[src/rtl/tankb_pkg.sv]
// Shared definitions for the Tank B video RAM arbiter.
package tankb_pkg;

    typedef enum logic [1:0] {
        GNT_NONE = 2'd0,
        GNT_CPU  = 2'd1,
        GNT_VID  = 2'd2
    } gnt_e;

    localparam logic [15:0] WIN_BASE_DEF = 16'h8000;

endpackage

[src/rtl/tankb_rr_arb2.sv]
// Two-way arbiter between the CPU pending slot and the video fetch engine.
// With contention it alternates, or always favours video when VID_FIXED_PRI=1.
module tankb_rr_arb2
    import tankb_pkg::*;
#(
    parameter bit VID_FIXED_PRI = 1'b0
) (
    input  logic clk,
    input  logic rst,
    input  logic i_req_cpu,
    input  logic i_req_vid,
    output gnt_e o_gnt
);

    gnt_e r_last_grant;
    gnt_e w_gnt;

    // Grant selection for the current RAM cycle
    always_comb begin
        w_gnt = GNT_NONE;
        case ({i_req_cpu, i_req_vid})
            2'b10:   w_gnt = GNT_CPU;
            2'b01:   w_gnt = GNT_VID;
            2'b11: begin
                if (VID_FIXED_PRI) begin
                    w_gnt = GNT_VID;
                end else if (r_last_grant == GNT_VID) begin
                    w_gnt = GNT_CPU;
                end else begin
                    w_gnt = GNT_VID;
                end
            end
            default: w_gnt = GNT_NONE;
        endcase
    end

    // Remember the most recent winner for round-robin fairness
    always_ff @(posedge clk or posedge rst) begin
        if (rst) begin
            r_last_grant <= GNT_CPU;
        end else if (w_gnt != GNT_NONE) begin
            r_last_grant <= w_gnt;
        end else begin
            r_last_grant <= r_last_grant;
        end
    end

    assign o_gnt = w_gnt;

endmodule

[src/rtl/tankb_vram_arbiter.sv]
// Shares one single-port synchronous RAM between the 6502 bus and video fetch.
// CPU accesses are parked in a pending slot and the CPU is stalled via cpu_rdy.
module tankb_vram_arbiter
    import tankb_pkg::*;
#(
    parameter int          ADDR_W        = 10,
    parameter logic [15:0] WIN_BASE      = WIN_BASE_DEF,
    parameter bit          VID_FIXED_PRI = 1'b0
) (
    input  logic              clk,
    input  logic              reset,
    input  logic              cpu_clken,
    input  logic [15:0]       cpu_addr,
    input  logic              cpu_we,
    input  logic [7:0]        cpu_dout,
    output logic [7:0]        cpu_din,
    output logic              cpu_cs,
    output logic              cpu_rdy,
    output logic              cpu_ovr,
    input  logic              vid_req,
    input  logic [ADDR_W-1:0] vid_addr,
    output logic              vid_ack,
    output logic              vid_valid,
    output logic [7:0]        vid_data,
    output logic              ram_en,
    output logic              ram_we,
    output logic [ADDR_W-1:0] ram_addr,
    output logic [7:0]        ram_wdata,
    input  logic [7:0]        ram_rdata
);

    logic              r_pend;
    logic [ADDR_W-1:0] r_pend_addr;
    logic              r_pend_we;
    logic [7:0]        r_pend_wdata;
    gnt_e              r_tag;
    logic              r_cpu_rdy;
    logic              r_cpu_ovr;
    logic [7:0]        r_cpu_din;
    logic              r_vid_valid;
    logic [7:0]        r_vid_data;

    logic              w_cpu_cs;
    logic              w_capture;
    logic              w_overrun;
    logic              w_req_vid;
    gnt_e              w_gnt;

    assign w_cpu_cs  = (cpu_addr[15:ADDR_W] == WIN_BASE[15:ADDR_W]);
    assign w_capture = cpu_clken & w_cpu_cs & r_cpu_rdy;
    assign w_overrun = cpu_clken & w_cpu_cs & ~r_cpu_rdy;
    // Video is masked during reset so no RAM cycle starts while it is held.
    assign w_req_vid = vid_req & ~reset;

    tankb_rr_arb2 #(
        .VID_FIXED_PRI(VID_FIXED_PRI)
    ) u_arb (
        .clk      (clk),
        .rst      (reset),
        .i_req_cpu(r_pend),
        .i_req_vid(w_req_vid),
        .o_gnt    (w_gnt)
    );

    // RAM port steering from the current grant
    always_comb begin
        ram_en    = 1'b0;
        ram_we    = 1'b0;
        ram_addr  = r_pend_addr;
        ram_wdata = r_pend_wdata;
        vid_ack   = 1'b0;
        case (w_gnt)
            GNT_CPU: begin
                ram_en = 1'b1;
                ram_we = r_pend_we;
            end
            GNT_VID: begin
                ram_en   = 1'b1;
                ram_addr = vid_addr;
                vid_ack  = 1'b1;
            end
            default: begin
                ram_en = 1'b0;
            end
        endcase
    end

    // CPU pending slot: loaded on capture, drained on CPU grant
    always_ff @(posedge clk or posedge reset) begin
        if (reset) begin
            r_pend       <= 1'b0;
            r_pend_addr  <= {ADDR_W{1'b0}};
            r_pend_we    <= 1'b0;
            r_pend_wdata <= 8'h00;
        end else if (w_capture) begin
            r_pend       <= 1'b1;
            r_pend_addr  <= cpu_addr[ADDR_W-1:0];
            r_pend_we    <= cpu_we;
            r_pend_wdata <= cpu_dout;
        end else if (w_gnt == GNT_CPU) begin
            r_pend <= 1'b0;
        end else begin
            r_pend <= r_pend;
        end
    end

    // Return tag, CPU handshake, overrun flag and read-data capture
    always_ff @(posedge clk or posedge reset) begin
        if (reset) begin
            r_tag       <= GNT_NONE;
            r_cpu_rdy   <= 1'b1;
            r_cpu_ovr   <= 1'b0;
            r_cpu_din   <= 8'h00;
            r_vid_valid <= 1'b0;
            r_vid_data  <= 8'h00;
        end else begin
            if ((w_gnt == GNT_CPU) && !r_pend_we) begin
                r_tag <= GNT_CPU;
            end else if (w_gnt == GNT_VID) begin
                r_tag <= GNT_VID;
            end else begin
                r_tag <= GNT_NONE;
            end

            // A capture can never coincide with completion: it needs cpu_rdy high.
            if (w_capture) begin
                r_cpu_rdy <= 1'b0;
            end else if ((w_gnt == GNT_CPU) && r_pend_we) begin
                r_cpu_rdy <= 1'b1;
            end else if (r_tag == GNT_CPU) begin
                r_cpu_rdy <= 1'b1;
            end else begin
                r_cpu_rdy <= r_cpu_rdy;
            end

            r_cpu_ovr   <= r_cpu_ovr | w_overrun;
            r_cpu_din   <= (r_tag == GNT_CPU) ? ram_rdata : r_cpu_din;
            r_vid_data  <= (r_tag == GNT_VID) ? ram_rdata : r_vid_data;
            r_vid_valid <= (r_tag == GNT_VID);
        end
    end

    assign cpu_cs    = w_cpu_cs;
    assign cpu_rdy   = r_cpu_rdy;
    assign cpu_ovr   = r_cpu_ovr;
    assign cpu_din   = r_cpu_din;
    assign vid_valid = r_vid_valid;
    assign vid_data  = r_vid_data;

endmodule

[config.mk]
export PLATFORM = sky130hd
export DESIGN_NAME = tankb_vram_arbiter
export DESIGN_NICKNAME = d
export VERILOG_FILES = /design/src/rtl/tankb_pkg.sv /design/src/rtl/tankb_rr_arb2.sv /design/src/rtl/tankb_vram_arbiter.sv
export SDC_FILE = /design/constraint.sdc
export NUM_CORES = 1
export LEC_CHECK = 0
export CORE_MARGIN = 1.5
export CORE_UTILIZATION = 42
export CTS_BUF_LIST = sky130_fd_sc_hd__clkbuf_2
export CTS_CLUSTER_SIZE = 10
export DETAILED_ROUTE_END_ITERATION = 7
export PLACE_DENSITY = 0.82
export REMOVE_ABC_BUFFERS = 1
export SETUP_SLACK_MARGIN = 0.4
export SYNTH_ARGS = -nofsm -noshare
export SYNTH_HDL_FRONTEND = slang
export SYNTH_SLANG_ARGS = --single-unit
[constraint.sdc]
create_clock -name clk -period 3.1 [get_ports clk]
set_input_delay 0.62 -clock clk [delete_from_list [all_inputs] [get_ports clk]]
set_output_delay 0.62 -clock clk [all_outputs]
set_load 0.01 [all_outputs]
Word level (Yosys, flattened, before mapping) --
Cells that the tools add are included.
Storage, ports and cells: flip-flop bits (word level) 43, input port bits 47, output and inout port bits 41, word-level logic and storage cells 47
Cells by class: equal/unequal tests 9, muxes and demuxes 13, bitwise logic cells 7, reduce and logical (&&, ||, !) cells 7
Operators with widths (count):
- == test 2 bit, second input constant | 5
- 2-to-1 mux 10 bit | 1
- 2-to-1 mux 1 bit | 8
- == test 2 x 1 -> 1 bit, second input constant | 3
- == test 6 bit, second input constant | 1
- 2-to-1 mux 2 bit | 3
- one-hot mux 2 bit (3 select lines) | 1
- AND 1 bit | 4
- nonzero test 2 bit | 2
- nonzero test 3 bit | 1
- logical AND 1 bit | 2
- inverter 1 bit | 2
- OR reduction 2 bit | 1
- zero test 1 bit | 1
- bitwise OR 1 bit | 1

Depth between registers and ports, before layout --
depth in word-level cells 8, mapped depth 7, mapped depth without buffers 7

By module --
A second synthesis with hierarchy kept.
Unflattened totals: cells, all modules 122, area, all modules 1890.6 µm²
By module, submodules not included:
- tankb_vram_arbiter | instances 1, cells each 112, area an instance 1788.0 µm², seq. area each 1027.2 µm²
- tankb_rr_arb2 | instances 1, cells each 10, area an instance 102.6 µm², seq. area each 51.3 µm²

Worst setup path after synthesis --
Ideal clock, no wire load.
path kind in2out, start point input port reset, end point output port ram_addr[0], arrival time 2.103 ns, required time 2.480 ns, path slack 0.377 ns, stages on the path 5, buffers on the path 1, cell sequence nand2b_1 > o21ai_0 > ha_1 > clkbuf_1 > mux2_2
Between the ends: cells in the longest elaborated chain, start to end 6, elaborated cells on any way between the ends 8, those cells by class 4 x eq/ne; 2 x mux; 2 x bitwise
Ends and longest elaborated chain:
- from (decl) | line tankb_vram_arbiter.sv:11 | input logic reset,
- inverter 1 bit (*) | line tankb_vram_arbiter.sv:53 | assign w_req_vid = vid_req & ~reset;
- AND 1 bit (*) | line tankb_vram_arbiter.sv:53
- == test 2 bit or == test 2 x 1 -> 1 bit (tied branches) | line tankb_rr_arb2.sv:21 | case ({i_req_cpu, i_req_vid})
- one-hot mux 2 bit (3 select lines) (*) | line tankb_rr_arb2.sv:21
- == test 2 bit (*) | line tankb_vram_arbiter.sv:72 | case (w_gnt)
- 2-to-1 mux 10 bit (*) | line tankb_vram_arbiter.sv:72
- to (decl) | line tankb_vram_arbiter.sv:27 | output logic [ADDR_W-1:0] ram_addr,
Mark *: on every way between the ends. The rest lies on a longest branch, timed or not.

Worst setup path in the final report --
start point register u_arb.r_last_grant[0], end point output port ram_addr[8]
Between the ends: cells in the longest elaborated chain, start to end 5
Ends and longest elaborated chain:
- from (decl) | line tankb_rr_arb2.sv:15 | gnt_e r_last_grant;
- from (signal assigned) | line tankb_rr_arb2.sv:42 | r_last_grant <= w_gnt;
- from (signal assigned) | line tankb_rr_arb2.sv:44 | r_last_grant <= r_last_grant;
- == test 2 bit | line tankb_rr_arb2.sv:27 | end else if (r_last_grant == GNT_VID) begin
- 2-to-1 mux 2 bit | line tankb_rr_arb2.sv:27
- one-hot mux 2 bit (3 select lines) | line tankb_rr_arb2.sv:21
- net u_arb.o_gnt[1] | line tankb_rr_arb2.sv:12 | output gnt_e o_gnt
- == test 2 bit | line tankb_vram_arbiter.sv:72
- 2-to-1 mux 10 bit | line tankb_vram_arbiter.sv:72
The timed path passes the listed nets, and every way through them passes these cells.

==> metrics.yaml <==
logic_synthesis:
  synth_compound_area_share_pct: 2.25
  avgSynthCellArea_sq_um: 15.5
  syn_inst: 122
  synth_mux_area_share_pct: 30.4
  synthFlopType: "dfrtp_1"
  synth-seq-cells: 43
  yosysWarnings: 0
  synthXorXnorAreaFrac_pct: 0
  synth_edf_count: 0
  synth_top_family_by_area: "multiplexers"
  synth_cell_types: 22
  synth-seq-area-share_pct: 57.0
  syn_area_sq_um: 1890
  yosys.area_share.adder_pct: 1.99
  synthSimpleGateAreaFrac_pct: 5.69
  async_reset_ff_share_pct: 100
floorplanning:
  io-pin-count: 88
  die_width_microns: 70.1
  start_util_pct: 43.4
  design.core.area_sq_um: 4350
  dieArea_sq_um: 4910
  num_rows: 24
  die_h_microns: 70.1
timing:
  tns_ps: 0
  timing.final.max_slew_violations: 0
  setup_ws_ps: 410
  grt_setup_unrepaired: "yes"
  hold_violations: 0
  skew_ps: 7.21
  fmax_mhz: 372
  setup_viol: 0
  worst_slew_pin_slew_ps: 960
  whs_ps: 494
  min_period_ps: 2690
  min_period_over_period_pct: 86.8
  relSlewSlack_pct: 35.6
clock_tree:
  cts_tree: "done"
  cts_made_buffers: 5
  clkTransAtPathRegs_ps: 200
  root_buffer: "clkbuf_2"
  cts.sinks: 43
  clkLatencyLatePin_ps: 390
  htree_levels: 2
  cts_buffer_depth: 2
  hold_buffers: 0
placed_design:
  gp_congestion: 0.785
  dp_hpwl_microns: 3250
  dpl_worst_slack_ps: -190
  portBuffers: 87
outcome:
  status: "finished clean"
power_and_ir_drop:
  ir_drop_uv: 352
  p_comb_share_pct: 39.8
  power.internal_mw: 1.34
  power.density_nw_per_um2: 621
  p_switching_mw: 0.525
  seqPwrFrac_pct: 43.8
  p_clk_share_pct: 16.5
  p_sw_share_pct: 28.1
  power_leakage_nw: 1.43
critical_path:
  arrival_ps: 2070
  start_kind: "flip-flop"
  critical_path_peak_fanout: 6
  path_class: "flip-flop to primary output"
  end_kind: "primary output"
  cp.required_ps: 2480
final_layout:
  nFillCells: 289
  syn2layout_area_growth_pct: 58.8
  multi_input_area_sq_um: 811
  antenna_cells: 0
  utilization_pct: 68.9
  layout-drive-gt1-share_pct: 36.9
  seqCellArea_sq_um: 1080
  fin_nets: 271
routing:
  wl_microns: 4300
  drt-initial-drc-count: 56
  wl_per_cell_microns: 15.7
  first_pass_iters: 4
  viasPerCell: 4.95
  drc: 0
  via_count: 1357
  ant_nets: 0
grt:
  grt_max_degree: 28
  track_usage_pct: 18.6
  grt_first_pass_wirelength_microns: 7130
  grt_pass1_vias: 1514
  globalRouteOverflowTotal: 0
  antenna_found_initial: 0
flow_run:
  cap_violations: 0
hold_path:
  min_path_type: "flip-flop to flip-flop"
[worst paths after layout]
| kind | to | cells past startpoint | slack, ps | startpoint |
|---|---|---|---|---|
| worst min-delay path | r_tag[0] | 1 | 490 | r_pend_we |
| worst max-delay path | ram_addr[8] | 8 | 410 | u_arb.r_last_grant[0] |
| worst min register to register | r_tag[0] | 1 | 490 | r_pend_we |
| min in group asynchronous | cpu_ovr | 3 | 550 | reset |
| max in group asynchronous | vid_valid | 4 | 1870 | reset |
| worst max register to register | cpu_rdy | 9 | 1360 | u_arb.r_last_grant[0] |
[kinds of logic after synthesis]
group                    Yosys count
flip-flops                        43
AND/OR/NAND/NOR                   15
adder cells (fa/ha/maj)            3
multiplexers                      45
buffers and inverters              9
AO/OA/AOI/OAI                      7
[cell type report]
type / count / area share, %
repair buffers: 97 / 32.3
well taps: 52 / 2.17
clock inverters: 3 / 1.29
flip-flops and latches: 43 / 35.9
clock buffers: 5 / 0.834
multi-input cells: 70 / 27.0
inverters: 4 / 0.500
[power groups by stage]
stage	sequential (mW)	combinational (mW)	clock (mW)
floorplan	0.863	0.252	0
global placement	0.809	0.702	0
detailed placement	0.823	0.723	0
CTS	0.815	0.743	0.320
global route	0.837	0.793	0.331
finish	0.815	0.741	0.307
[layout by cell type, fill, tap and decap left out]
cell	count
mux2_4	22
nor2_1	1
and2_1	1
clkinv_1	2
nand2_1	2
clkbuf_2	5
buf_2	3
dfstp_2	2
o21ai_4	1
buf_6	8
inv_1	2
o21bai_1	1
nand2b_1	1
bufinv_16	1
o21ai_0	3
nand3_1	1
nor2b_1	4
mux2_2	23
inv_2	1
nand4_2	1
a21o_1	1
dlygate4sd2_1	6
ha_4	1
dfrtp_1	41
buf_4	7
and2_2	1
nor4_4	1
clkinv_2	1
buf_16	1
nor2b_2	1
a21boi_0	1
buf_12	1
ha_1	2
nand2b_4	1
clkdlybuf4s50_1	71
[synth_stat cells, drive strengths merged (2+ instances only)]
cell type   n  area, sq um
inv         4         15.0
nand2b      2         12.5
nor2b       5         31.3
clkbuf      2         7.51
nand2       2         7.51
and2        2         13.8
ha          3         37.5
o21ai       4         20.0
dfstp       2         52.6
mux2       45          574
dfrtp      41         1030
buf         3         27.5
[through the flow]
step	power (mW)	std cells	area (sq um)
global placement	1.51	263	2860
CTS	1.88	274	2980
detailed placement	1.55	263	2860
floorplan	1.12	117	1860
finish	1.86	274	3000
global route	1.96	274	3000
[metal layers]
metal | vias to the layer above | GRT usage [%] | routed length (microns)
met1 | 651 | 20.1 | 1680
met2 | 72 | 33.5 | 2180
li1 | 623 | - | -
met3 | 11 | 4.91 | 320
met5 | - | 0 | 0
met4 | 0 | 8.76 | 112
[timing repair]
action                     4_1_cts  5_1_grt
resized for setup               64        3
setup buffers                    2        0
cloned                           1        0
pin swaps                        2        0
setup endpoints to repair       14        8
[critical path: stages (launching register included)]
cell and delay (ps):
dfstp_2 590, nor2b_2 60, a21o_1 170, inv_2 60
ha_4 140, buf_6 110, buf_16 110, mux2_4 310
buf_6 120
[flip-flops by register name (all words and copies together) (netlist names)]
signal and count:
r_pend_addr 10, cpu_din 8, ram_wdata 8, vid_data 8
r_tag 2, u_arb.r_last_grant 2, cpu_ovr 1, cpu_rdy 1
r_pend 1, r_pend_we 1, vid_valid 1
(Power assumes the default switching activity.)
